[src/rtl/store_buffer_if.sv]
`default_nettype none
// ============================================================================
// Module   : store_buffer_if
// Brief    : Core data-port and memory write-port signals of the store buffer.
//            slave  = store buffer view, master = core/memory side view.
// Revision : 1.0  initial release
// ============================================================================
interface store_buffer_if;
    logic        cpu_we;
    logic [31:0] cpu_addr;
    logic [31:0] cpu_wdata;
    logic [31:0] cpu_rdata;
    logic        mem_valid;
    logic        mem_ready;
    logic [31:0] mem_addr;
    logic [31:0] mem_wdata;
    logic [31:0] mem_rdata;

    modport slave (
        input  cpu_we, cpu_addr, cpu_wdata, mem_ready, mem_rdata,
        output cpu_rdata, mem_valid, mem_addr, mem_wdata
    );

    modport master (
        output cpu_we, cpu_addr, cpu_wdata, mem_ready, mem_rdata,
        input  cpu_rdata, mem_valid, mem_addr, mem_wdata
    );
endinterface
`default_nettype wire

[src/rtl/store_buffer.sv]
`default_nettype none
// ============================================================================
// Module   : store_buffer
// Brief    : Posted-write FIFO between the core data port and a stallable
//            memory write port, with youngest-match load forwarding.
// Revision : 1.0  initial release
// ============================================================================
module store_buffer #(
    parameter int DEPTH = 4,
    parameter int CW    = 3
) (
    input  logic           clk,
    input  logic           reset,
    store_buffer_if.slave  bus,
    output logic           full,
    output logic           empty,
    output logic [CW-1:0]  count,
    output logic           overflow
);

    localparam int c_AW = $clog2(DEPTH);

    logic [c_AW-1:0] r_head;
    logic [c_AW-1:0] r_tail;
    logic [CW-1:0]   r_count;
    logic            r_overflow;
    logic [29:0]     r_waddr [DEPTH];
    logic [31:0]     r_data  [DEPTH];

    logic            w_full;
    logic            w_empty;
    logic            w_pop;
    logic            w_push;
    logic            w_drop;
    logic [c_AW-1:0] w_idx;
    logic [31:0]     w_fwd_data;

    // Byte offset bits carry no meaning for word-granular stores.
    logic w_unused_offset;
    assign w_unused_offset = &{1'b0, bus.cpu_addr[1:0]};

    assign w_full  = (r_count == CW'(DEPTH));
    assign w_empty = (r_count == '0);
    // Pop depends only on registered state and mem_ready; a pop frees the
    // slot a full-buffer push needs, so both may happen together.
    assign w_pop   = !w_empty && bus.mem_ready;
    assign w_push  = bus.cpu_we && (!w_full || w_pop);
    assign w_drop  = bus.cpu_we && w_full && !w_pop;

    // Entry storage: contents need no reset, validity comes from count.
    always_ff @(posedge clk) begin
        if (!reset && w_push) begin
            r_waddr[r_tail] <= bus.cpu_addr[31:2];
            r_data[r_tail]  <= bus.cpu_wdata;
        end
    end

    // Pointers, occupancy and sticky overflow flag.
    always_ff @(posedge clk) begin
        if (reset) begin
            r_head     <= '0;
            r_tail     <= '0;
            r_count    <= '0;
            r_overflow <= 1'b0;
        end else begin
            if (w_push) begin
                r_tail <= r_tail + c_AW'(1);
            end
            if (w_pop) begin
                r_head <= r_head + c_AW'(1);
            end
            if (w_push && !w_pop) begin
                r_count <= r_count + CW'(1);
            end else if (w_pop && !w_push) begin
                r_count <= r_count - CW'(1);
            end
            if (w_drop) begin
                r_overflow <= 1'b1;
            end
        end
    end

    // Head entry presentation: registers only, zeroed while empty.
    always_comb begin
        bus.mem_valid = !w_empty;
        bus.mem_addr  = '0;
        bus.mem_wdata = '0;
        if (!w_empty) begin
            bus.mem_addr  = {r_waddr[r_head], 2'b00};
            bus.mem_wdata = r_data[r_head];
        end
    end

    // Load forwarding: walk oldest to youngest so the last hit is the newest.
    always_comb begin
        w_fwd_data = bus.mem_rdata;
        w_idx      = r_head;
        for (int i = 0; i < DEPTH; i++) begin
            w_idx = r_head + c_AW'(i);
            if ((CW'(i) < r_count) && (r_waddr[w_idx] == bus.cpu_addr[31:2])) begin
                w_fwd_data = r_data[w_idx];
            end
        end
    end

    assign bus.cpu_rdata = w_fwd_data;
    assign full          = w_full;
    assign empty         = w_empty;
    assign count         = r_count;
    assign overflow      = r_overflow;

endmodule
`default_nettype wire
[src/flat_wrapper.sv]
// flat-port wrapper written by rule: the top's interface ports become plain ports
module store_buffer_flat 
#(
    parameter int DEPTH = 4,
    parameter int CW    = 3
)
  (clk, reset, full, empty, count, overflow, bus_cpu_we, bus_cpu_addr, bus_cpu_wdata, bus_mem_ready, bus_mem_rdata, bus_cpu_rdata, bus_mem_valid, bus_mem_addr, bus_mem_wdata);
  store_buffer_if bus_i ();
  input  logic clk;
  input  logic reset;
  output logic full;
  output logic empty;
  output logic [CW-1:0] count;
  output logic overflow;
  input wire logic [$bits(bus_i.cpu_we)-1:0] bus_cpu_we;
  input wire logic [$bits(bus_i.cpu_addr)-1:0] bus_cpu_addr;
  input wire logic [$bits(bus_i.cpu_wdata)-1:0] bus_cpu_wdata;
  input wire logic [$bits(bus_i.mem_ready)-1:0] bus_mem_ready;
  input wire logic [$bits(bus_i.mem_rdata)-1:0] bus_mem_rdata;
  output wire logic [$bits(bus_i.cpu_rdata)-1:0] bus_cpu_rdata;
  output wire logic [$bits(bus_i.mem_valid)-1:0] bus_mem_valid;
  output wire logic [$bits(bus_i.mem_addr)-1:0] bus_mem_addr;
  output wire logic [$bits(bus_i.mem_wdata)-1:0] bus_mem_wdata;
  assign bus_i.cpu_we = bus_cpu_we;
  assign bus_i.cpu_addr = bus_cpu_addr;
  assign bus_i.cpu_wdata = bus_cpu_wdata;
  assign bus_i.mem_ready = bus_mem_ready;
  assign bus_i.mem_rdata = bus_mem_rdata;
  assign bus_cpu_rdata = bus_i.cpu_rdata;
  assign bus_mem_valid = bus_i.mem_valid;
  assign bus_mem_addr = bus_i.mem_addr;
  assign bus_mem_wdata = bus_i.mem_wdata;
  store_buffer #(.DEPTH(DEPTH), .CW(CW)) u_core (.clk(clk), .reset(reset), .bus(bus_i), .full(full), .empty(empty), .count(count), .overflow(overflow));
endmodule
[config.mk]
export PLATFORM = sky130hd
export DESIGN_NAME = store_buffer_flat
export DESIGN_NICKNAME = d
export VERILOG_FILES = /design/src/rtl/store_buffer_if.sv /design/src/rtl/store_buffer.sv /design/src/flat_wrapper.sv
export SDC_FILE = /design/constraint.sdc
export NUM_CORES = 1
export LEC_CHECK = 0
export CAP_MARGIN = 15
export CORE_MARGIN = 10
export CORE_UTILIZATION = 45
export DETAILED_ROUTE_END_ITERATION = 8
export GPL_TIMING_DRIVEN = 0
export PLACE_DENSITY = 0.69
export SYNTH_ARGS = -nofsm -noshare
export SYNTH_HDL_FRONTEND = slang
export SYNTH_SLANG_ARGS = --single-unit
[constraint.sdc]
create_clock -name clk -period 3.75 [get_ports clk]
set_clock_uncertainty 0.2 [all_clocks]
set_input_delay 0.75 -clock clk [delete_from_list [all_inputs] [get_ports clk]]
set_output_delay 0.75 -clock clk [all_outputs]
set_load 0.05 [all_outputs]
# --- After elaboration in Yosys (flattened, before gate mapping) ---
# Memory sizes are Yosys's and may differ from the RTL's. A register that Yosys moved wholly into a read port is not among the register bits.
# Index checks and enable logic that the tools add are counted.
op_classes:
  reduce_logical: 19
  mux: 14
  magnitude_cmp: 4
  n_eq_ne: 5
  n_addsub: 6
ops:
  columns: ["operator", "n"]
  rows:
  - ["32-bit 2-to-1 mux", 6]
  - ["30-bit == test", 4]
  - ["1-bit logical AND", 11]
  - ["2-bit 2-to-1 mux", 4]
  - ["1-bit by 3-bit < comparator with 1-bit output, first input constant", 2]
  - ["2-bit by 3-bit < comparator with 1-bit output, first input constant", 2]
  - ["3-bit 2-to-1 mux", 2]
  - ["1-bit logical NOT", 5]
  - ["2-bit by 1-bit adder with 2-bit output, second input constant", 2]
  - ["2-bit adder, second input constant", 2]
  - ["3-bit by 1-bit adder with 3-bit output, second input constant", 1]
  - ["3-bit == test, second input constant", 1]
  - ["3-bit logical NOT", 1]
  - ["3-bit by 1-bit subtractor with 3-bit output, second input constant", 1]
  - ["1-bit 2-to-1 mux", 2]
  - ["2-bit nonzero test", 1]
  - ["1-bit logical OR", 1]
word_totals:
  ff_bits: 8
  memories: 2
  ram_bits: 248
  elab_cells: 54
mem_list:
  columns: ["name", "words", "width", "read_ports", "rd_ports_with_merged_regs", "write_ports", "line", "rtl"]
  rows:
  - ["u_core.r_data", 4, 32, 4, 1, 1, "store_buffer.sv:28", "logic [31:0] r_data [DEPTH];"]
  - ["u_core.r_waddr", 4, 30, 4, 1, 1, "store_buffer.sv:27", "logic [29:0] r_waddr [DEPTH];"]

# --- Longest topological paths before layout ---
depth:
  ltp_word: 9
  depth_mapped: 18

# --- Worst setup path after synthesis ---
# No wires, ideal clock.
synth_path:
  path_type: "register -> output"
  start: "register u_core.r_head[1]"
  end: "output bus_cpu_rdata[29]"
  arrival_time_ps: 3773
  required_ps: 2800
  stages_incl_launch_ff: 16
  slack_ps: -973
  path_cell_list: "dfxtp_1 -> buf_6 -> buf_6 -> buf_8 -> buf_12 -> buf_12 -> buf_6 -> buf_8 -> mux4_2 -> xnor2_1 -> o2111ai_1 -> a2111oi_2 -> and4_4 -> nor3b_4 -> and2_1 -> nor3_1"
synth_between:
  elab_chain_cells: 7
  word_cells_on_any_way: 14
  cone_classes: "add/sub: 3; eq/ne: 3; mux: 3; reduce/logical: 3; memory: 2"
synth_lines:
  columns: ["element", "line", "rtl"]
  rows:
  - ["from (decl)", "store_buffer.sv:23", "logic [c_AW-1:0] r_head;"]
  - ["from (signal assigned)", "store_buffer.sv:70", "r_head <= r_head + c_AW'(1);"]
  - ["2-bit by 1-bit adder with 2-bit output", "store_buffer.sv:99", "w_idx = r_head + c_AW'(i);"]
  - ["memory 4 x 30 bit", null, null]
  - ["30-bit == test", "store_buffer.sv:100", "if ((CW'(i) < r_count) && (r_waddr[w_idx] == bus.cpu_addr[31:2])) begin"]
  - ["1-bit logical AND", "store_buffer.sv:100", null]
  - ["32-bit 2-to-1 mux (2 in series)", "store_buffer.sv:100", null]
  - ["32-bit 2-to-1 mux *", "store_buffer.sv:100", null]
  - ["to (decl)", "flat_wrapper.sv:20", "output wire logic [$bits(bus_i.cpu_rdata)-1:0] bus_cpu_rdata;"]
# Every way passes the cells marked *; elsewhere a longest branch is shown, timed or not.

# --- Worst setup path in the final report ---
layout_path:
  start: "register u_core.r_head[1]"
  end: "output bus_cpu_rdata[3]"
# Same word-level chain as after synthesis.

==> results.md <==
* CTS Root Cell: clkbuf_16
* Req. time, crit path at around 2.8 ns
* Vias in the first global route at 13500
* Seq/Total Area, Yosys at between 40% and 50%
* Gate power share at 58.4%
* DRT Pass-1 Iters at 8
* Core Area at 38600 sq um
* P_sw at about 6600 uW
* Routed length per instance at approximately 31 um
* Failing checks: negative setup slack
* Design Power at around 15000 uW
* Pleak at between 0.007 and 0.008 uW
* Detail Route Antenna Nets at 0
* Number of synthesis warnings at 0
* Final cell utilization of the core at around 60%
* Critical Setup Path Class: reg2out
* CTS tree: done
* Final max-slew violation count at 0
* RSZ-0062 raised after global routing: true
* Commonest non-fill, non-tap cell in the layout: edfxtp_1
* Vias at approximately 14000
* Clk Latency, worst-skew pair at just under 0.6 ns
* Initial Util at a little under half
* Maximum fanout along the worst path at 10
* Worst Tran Pin Value at ~0.97 ns
* CTS Buf Count at 29
* Area grow syn2layout at 31.9%
* Maxcap violations at 0
* Top Ports at 203
* Post-synthesis register bit count at around 260
* Clk pwr share at 18.4%
* Pin count of the biggest net entering global routing at 44
* Register area at 7650 sq um
* CTS max path bufs at 3
* CP endpoint kind: output port
* Vias per std cell at between 6 and 7
* Synth top area share at a little over two fifths
* Post-route setup slack at -1.44 ns
* CP startpoint kind: flip-flop
* Asr flop ratio synth at 0%
* Largest area contributor in the netlist: edfxtp_1
* Synth Instances at roughly 1200
* GPL Wtd Cong at between 0.9 and 1
* Final min period at around 5.2 ns
* Drt first-iter violations at 1625
* Crit share post-route at 138%
* Max Fclk at between 150 and 200 MHz
* Post-detail-place hpwl at 44400 um
* Power per Cell Area at ~650 nW/um^2
* CP max-delay cell: mux4_2
* Net Sw Frac at between 40% and 50%
* Number of synthesized flops with an enable pin at ~250
* Peak VDD IR at roughly 0.44 mV
* Largest cells by area after synthesis: edfxtp_1 (42%), mux4_2 (22%), mux2i_1 (8.6%)
* Fillers at roughly 3000
* Drt total wl at 64100 um
* Max stage delay on crit path at around 0.53 ns
* Port Buffers at slightly below 200
* Reg power frac at 23.1%
* Most frequent cells in the layout: edfxtp_1 (248), mux4_2 (173), mux2i_1 (128)
* Final Hold Viols at 0
* DIE WIDTH at between 200 and 250 um
* CTS clk-pin slew, worst paths at ~0.06 ns
* Row count at 72
* Layout cells sized above 1 at 39.7%
* GRT Total Usage at roughly a quarter
* Endpoints failing setup at 32
* Ys flop type: edfxtp_1
* Arrival time of the worst setup path at ~4.2 ns
* Placed Cells at slightly below 2000
* H-tree levels at 1
* First-pass GRT wire length at 92800 um
* GRT overflow at 0
* Num Clock Sinks at roughly 260
* Critical Path, Cell by Cell: buf_6, buf_12, mux4_2, xor2_2, nor4_4, nand4_1, or4_4, and3b_1, buf_6, buf_12, buf_8, nor3_1, a21oi_2, o221a_4, buf_8
* Cell Area, Synth at 17600 sq um
* Yosys cell types at 68
* Initial antenna violation count at 5
* Nets@finish at ~1600
* Internal at 8440 uW
* Syn Area/Cell at between 10 and 15 sq um
* Min-delay worst type: reg2reg
* Area of the die at approximately 47000 sq um
* Area of the multi-input gates at between 9000 and 10000 sq um
* DRC at 0
* Die Ht at around 220 um
* Non-filler instance count after layout at around 2100
* Rel. slew slack at a little over a third
* Place WS at -2.66 ns
* Outcome: complete, but fails checks
* Hold buffer count at cts at 0
synth_stat cells, types with 3 or more instances:
cell and n:
a211oi_1 9, a21oi_1 23, a21oi_2 30, a22oi_1 8, a31oi_1 4, and2_1 61, and3_1 5, buf_1 10
buf_2 22, buf_4 16, buf_6 12, clkbuf_1 54, dfxtp_1 10, edfxtp_1 248, ha_1 9, inv_1 14
mux2_2 17, mux2i_1 152, mux4_2 173, nand2_1 32, nand3_1 9, nand4_1 15, nor2_1 36, nor3_1 40
nor3b_1 3, nor4_1 11, o2111ai_1 5, o211ai_1 4, o21ai_0 16, o221a_1 30, o221ai_1 3, o22ai_1 10
or3_1 4, or4_1 3, xnor2_1 78, xor2_1 21
power by group through the flow:
stage                     registers (uW)  logic (uW)  clock network [uW]
after detailed placement            3520        8120                   0
after floorplan                     3530        5510                   0
after global placement              3520        8090                   0
after global routing                3490        9140                2910
final                               3480        8790                2770
after CTS                           3470        8620                2800
through the flow:
stage               TNS, ns  instance area (sq um)  hold slack [ns]
finish               -45.04                  23200            0.388
CTS                  -45.84                  22900            0.380
global placement    -568.14                  20600            0.340
detailed placement  -123.92                  20700            0.347
global route         -46.96                  23200            0.399
floorplan             -9.12                  17900            0.318
final cells by class:
class | count | share of cell area [%]
antenna | 2 | 0.0216
buffer | 116 | 4.96
clock buffer | 39 | 3.42
clock inverter | 15 | 0.545
inverter | 14 | 0.227
multi-input combinational | 851 | 43.0
sequential | 258 | 33.0
tap | 518 | 2.79
timing repair buffer | 267 | 12.0
metal layers:
layer | vias up | track usage, % | share of wire, %
li1 | 5648 | - | -
met1 | 6973 | 36.5 | 41
met2 | 785 | 40.5 | 46
met3 | 136 | 4.95 | 9.4
met4 | 6 | 8.75 | 3.8
met5 | - | 0 | 0.053
worst max-delay path, delay by kind of cell (launching register included):
family / cells / cell delay, ns
simple gates: 5 / 1.43
buf+inv: 6 / 0.80
mux: 1 / 0.53
flops: 1 / 0.37
compound gates: 2 / 0.34
xor+xnor: 1 / 0.18
what timing repair did:
action | CTS | global route
buffers inserted | 58 | 3
pin swaps | 16 | 8
gates resized for setup | 683 | 77
setup endpoints to repair | 98 | 80
cloned | 3 | 2
worst paths after layout:
kind                            cells past startpoint  slack (ns)               end        startpoint
worst min-delay path                                2        0.39   u_core.overflow   u_core.overflow
worst max register to register                     13        0.53  u_core.r_head[1]  u_core.r_head[0]
worst max-delay path                               15       -1.44  bus_cpu_rdata[3]  u_core.r_head[1]
worst min register to register                      2        0.39   u_core.overflow   u_core.overflow
sequential cells by signal, indices dropped and copies added, names as in the netlist, named ones only:
register         flops
u_core.count         3
u_core.overflow      1
u_core.r_data      128
u_core.r_head        2
u_core.r_tail        2
u_core.r_waddr     120
cell families after synthesis:
group           after synthesis  share of synthesized area, %
xor+xnor                     99                          4.93
flops                       258                          43.5
other cells                   1                        0.0213
simple gates                235                          7.40
mux                         342                          31.9
fa+ha+maj                     9                         0.640
buf+inv                     133                          4.17
compound gates              164                          7.50
(Power assumes the default switching activity.)
